**src/rtl/sample_pwm_out.sv**
```systemverilog
// Audio sink: buffers signed samples in a small FIFO and plays one per PWM period.
// Optional build macro UNDERRUN_MUTE_EN: on underrun load midscale instead of holding duty.
module sample_pwm_out #(
  parameter int unsigned WIDTH      = 8,
  parameter int unsigned DEPTH_LOG2 = 2
) (
  input  logic                  clk,
  input  logic                  rst,
  input  logic [WIDTH-1:0]      sample_in,
  input  logic                  sample_valid,
  output logic                  sample_ready,
  output logic                  pwm_out,
  output logic                  underrun,
  output logic [DEPTH_LOG2:0]   fifo_level
);

  localparam int unsigned Depth = 2 ** DEPTH_LOG2;
  localparam logic [DEPTH_LOG2:0] LevelFull = (DEPTH_LOG2 + 1)'(Depth);
  localparam logic [WIDTH-1:0] Midscale = {1'b1, {(WIDTH - 1){1'b0}}};

  logic [WIDTH-1:0]      cnt_q;
  logic [WIDTH-1:0]      duty_q;
  logic                  pwm_q;
  logic                  underrun_q;
  logic [WIDTH-1:0]      mem_q [Depth];
  logic [DEPTH_LOG2-1:0] wr_ptr_q;
  logic [DEPTH_LOG2-1:0] rd_ptr_q;
  logic [DEPTH_LOG2:0]   level_q;

  logic                  boundary;
  logic                  fifo_empty;
  logic                  push;
  logic                  pop;
  logic [WIDTH-1:0]      head_duty;

  always_comb begin
    boundary     = (cnt_q == {WIDTH{1'b1}});
    fifo_empty   = (level_q == '0);
    sample_ready = (level_q != LevelFull);
    push         = sample_valid && sample_ready;
    pop          = boundary && !fifo_empty;
    // Offset binary: flipping the sign bit maps signed range onto 0..2**WIDTH-1.
    head_duty    = {~mem_q[rd_ptr_q][WIDTH-1], mem_q[rd_ptr_q][WIDTH-2:0]};
  end

  always_ff @(posedge clk) begin
    if (push) begin
      mem_q[wr_ptr_q] <= sample_in;
    end
  end

  always_ff @(posedge clk) begin
    if (rst) begin
      cnt_q      <= '0;
      duty_q     <= Midscale;
      pwm_q      <= 1'b0;
      underrun_q <= 1'b0;
      wr_ptr_q   <= '0;
      rd_ptr_q   <= '0;
      level_q    <= '0;
    end else begin
      cnt_q      <= cnt_q + 1'b1;
      pwm_q      <= (cnt_q < duty_q);
      underrun_q <= boundary && fifo_empty;

      if (pop) begin
        duty_q <= head_duty;
      end else if (boundary) begin
`ifdef UNDERRUN_MUTE_EN
        duty_q <= Midscale;
`else
        duty_q <= duty_q;
`endif
      end

      if (push) begin
        wr_ptr_q <= wr_ptr_q + 1'b1;
      end
      if (pop) begin
        rd_ptr_q <= rd_ptr_q + 1'b1;
      end

      unique case ({push, pop})
        2'b10:   level_q <= level_q + 1'b1;
        2'b01:   level_q <= level_q - 1'b1;
        default: level_q <= level_q;
      endcase
    end
  end

  assign pwm_out    = pwm_q;
  assign underrun   = underrun_q;
  assign fifo_level = level_q;

endmodule
```
**config.mk**
```make
export PLATFORM = sky130hd
export DESIGN_NAME = sample_pwm_out
export DESIGN_NICKNAME = d
export VERILOG_FILES = /design/src/rtl/sample_pwm_out.sv
export SDC_FILE = /design/constraint.sdc
export NUM_CORES = 1
export LEC_CHECK = 0
export BUFFER_PORTS_ARGS = -buffer_cell sky130_fd_sc_hd__buf_2
export CAP_MARGIN = 20
export CORE_MARGIN = 2
export CORE_UTILIZATION = 53
export DETAILED_ROUTE_END_ITERATION = 6
export PLACE_DENSITY = 0.74
export REMOVE_ABC_BUFFERS = 1
export SLEW_MARGIN = 15
export SYNTH_ARGS = -nofsm -noshare
export SYNTH_HDL_FRONTEND = slang
export SYNTH_SLANG_ARGS = --single-unit
```
**constraint.sdc**
```tcl
create_clock -name clk -period 2.4 [get_ports clk]
set_clock_uncertainty 0.05 [all_clocks]
set_input_delay 0.6 -clock clk [delete_from_list [all_inputs] [get_ports clk]]
set_output_delay 0.6 -clock clk [all_outputs]
set_load 0.005 [all_outputs]
```
==> run_results.csv <==
group,metric,value,unit
run_status,outcome,"finished, final reports clean",
logic_synthesis,synth_warnings,0,
logic_synthesis,synthArstFlopShare,0,%
sta,grt_setup_unrepaired,"false",
run,cap_violations,0,
placement,dp_hpwl,3080,um
power_and_ir_drop,irDropWorstVdd,0.486,mV
clocking,cts_tree,"yes",
power_and_ir_drop,intPower,1.63,mW
sta,setup_tns,0,ns
sta,setup_viol_count_final,0,
setup_path,worstRegToRegCells,8,
clocking,clock-sinks,59,
sta,fin_ws,0.167,ns
die,die_w,72.6,um
logic_synthesis,synth_common_cells,"32 x edfxtp_1, 27 x dfxtp_1, 13 x ha_1, 13 x inv_1, 9 x a21oi_1",
clocking,cts.clk_slew.worst_paths,0.07,ns
routing,drt_iter0_drc,71,
routing,vias,1457,
final_layout,fin_nets,225,
sta,hold_violations,0,
logic_synthesis,syn-mean-instance-area,14.2,sq um
clocking,insertion_delay,0.33,ns
routing,wl_per_cell,16.8,um
logic_synthesis,ys_seq_area_share,60.3,%
final_layout,n_antenna_cell,0,
power_and_ir_drop,switching_share,23.0,%
global_route,track_usage,18.8,%
logic_synthesis,ys.flop_type,"edfxtp_1",
clocking,cts_buffer_depth,2,
clocking,htree_levels,3,
final_layout,drive_above_1_share,27.3,%
sta,relSlewSlack,63.9,%
die,die-height,72.6,um
setup_path,crit_type,"flip-flop to flip-flop",
power_and_ir_drop,p_seq_share,52.9,%
placement,numPortBuffers,16,
logic_synthesis,syn_area,2490,sq um
global_route,grt_pass1_wl,7110,um
die,dieArea,5260,sq um
sta,post-route-period-util,93.0,%
setup_path,cp.arrival,2.45,ns
logic_synthesis,ys_types,39,
power_and_ir_drop,p_comb_share,5.1,%
global_route,grt-ovfl-total,0,
setup_path,crit_required,2.61,ns
sta,fmax,448,MHz
logic_synthesis,synth.most_common_cell,"edfxtp_1",
die,core_area,4440,sq um
setup_path,cp_max_fo,6,
logic_synthesis,syn_inst,175,
clocking,cts_hold_buffers,0,
global_route,grt_antenna_before_repair,0,
final_layout,area_growth_syn_to_layout,14.3,%
routing,ant_nets,0,
power_and_ir_drop,p_sw,0.487,mW
routing,drc_errors,0,
global_route,grt_max_degree,19,
sta,finalMaxSlewViolations,0,
setup_path,critPathCaptureType,"flip-flop",
die,rows,24,
min_path,hp-class,"primary input to flip-flop",
logic_synthesis,synth_top_area_share,38.6,%
sta,worst_pin_slew,0.541,ns
clocking,cts-root-buf,"clkbuf_8",
global_route,grt_pass1_vias,1543,
min_path,hold_path_depth,1,
routing,routed_wl,4320,um
setup_path,startpoint_type,"flip-flop",
sta,fin_crit,2.23,ns
logic_synthesis,synth.largest_area_cell,"edfxtp_1",
logic_synthesis,ys_seq_elements,59,
die,start_util,56.1,%
power_and_ir_drop,cellLeakagePower,1.05,nW
routing,viasPerCell,5.67,
clocking,cts_setup_buffers,0,
clocking,numCtsBuffers,9,
placement,gp_congestion,0.734,
placement,place_ws,0.0493,ns
routing,drt-pass1-iter-count,4,
logic_synthesis,synthTopCellsByArea,"edfxtp_1 39%, dfxtp_1 22%, mux4_2 7.2%",
logic_synthesis,synth_edf_count,32,
power_and_ir_drop,p_per_area,742,nW/um^2
power_and_ir_drop,clkPwrFrac,42.0,%
die,ioPinCount,17,
==> metal layers <==
layer  vias up  part of all wire (%)  GRT usage, %
met2        18                    52          32.3
met5         -                     0             0
met1       719                    44          21.5
met4         0                   1.8          11.1
li1        712                     -             -
met3         8                   2.2          4.17
==> per-stage QoR <==
step | utilization (%) | std cells | hold slack, ns | instance area (sq um) | power [mW]
after floorplan | - | 169 | 0.384 | 2450 | 1.20
after global placement | 59.0 | 241 | 0.406 | 2620 | 1.23
after detailed placement | 59.0 | 241 | 0.411 | 2620 | 1.24
after CTS | 63.6 | 257 | 0.411 | 2830 | 2.13
after global routing | 64.1 | 257 | 0.422 | 2850 | 2.19
final | 64.1 | 257 | 0.429 | 2850 | 2.11
==> layout by cell type, fill, tap and decap left out, drive strengths merged, types with 3 or more instances in the layout <==
cell type | netlist | layout
or3 | 3 | 3
edfxtp | 32 | 32
clkinv | 0 | 4
nor2 | 8 | 8
a21oi | 9 | 9
ha | 13 | 13
clkbuf | 1 | 9
dfxtp | 27 | 27
mux4 | 8 | 8
a22o | 7 | 7
and3 | 5 | 5
nand3 | 5 | 5
buf | 5 | 20
inv | 13 | 14
nor2b | 3 | 3
o21ai | 4 | 4
xor2 | 3 | 3
o31ai | 3 | 3
nand2 | 4 | 4
==> critical path, stage by stage, from the launching register on <==
cell and delay, ns:
dfxtp_1 0.41, or3b_1 0.39, nand2_1 0.09, ha_2 0.19, inv_1 0.06, fa_1 0.37, xor2_1 0.16, or3_1 0.30
a21oi_1 0.14
==> power by group through the flow <==
stage          clock network [mW]  registers (mW)  logic (mW)
3_5_place_dp                    0            1.14       0.106
3_3_place_gp                    0            1.13      0.0964
2_1_floorplan                   0            1.13      0.0614
6_report                    0.889            1.12       0.108
4_1_cts                     0.909            1.12       0.107
5_1_grt                     0.950            1.12       0.121
==> registers in the layout, indices dropped and copies added (netlist names), named ones only <==
name        flops
wr_ptr_q        2
mem_q          32
pwm_out         1
duty_q          8
cnt_q           8
underrun        1
rd_ptr_q        2
fifo_level      3
==> final cells by class <==
type | instances | area, sq um
clock buffer | 9 | 124
clock inverter | 7 | 77.6
fill | 339 | 1600
inverter | 13 | 48.8
multi-input combinational | 97 | 920
sequential | 59 | 1500
tap | 52 | 65.1
timing repair buffer | 20 | 110
==> cell families (layout without fill, tap and decap cells) <==
family | count (synthesis) | count (layout) | share of synthesized area (%)
buffers and inverters | 19 | 49 | 3.67
xor gates and xnor gates | 5 | 5 | 1.76
AOI/OAI and AO/OA | 31 | 31 | 8.69
and+or+nand+nor | 37 | 37 | 10.1
adders and majority gates | 14 | 14 | 7.33
muxes | 10 | 10 | 8.14
DFF | 59 | 59 | 60.3
==> final timing paths <==
check / from / endpoint / slack [ns]
min: sample_in[5] / mem_q[2][5] / 0.43
max reg2reg: fifo_level[2] / fifo_level[2] / 0.17
max: fifo_level[2] / fifo_level[2] / 0.17
min reg2reg: rd_ptr_q[1] / flip-flop / 0.44
==> what timing repair did <==
action,4_1_cts,5_1_grt
endpoints found under the hold margin,0,0
resized for setup,0,5
setup endpoints to repair,0,1
(Power assumes the default switching activity.)
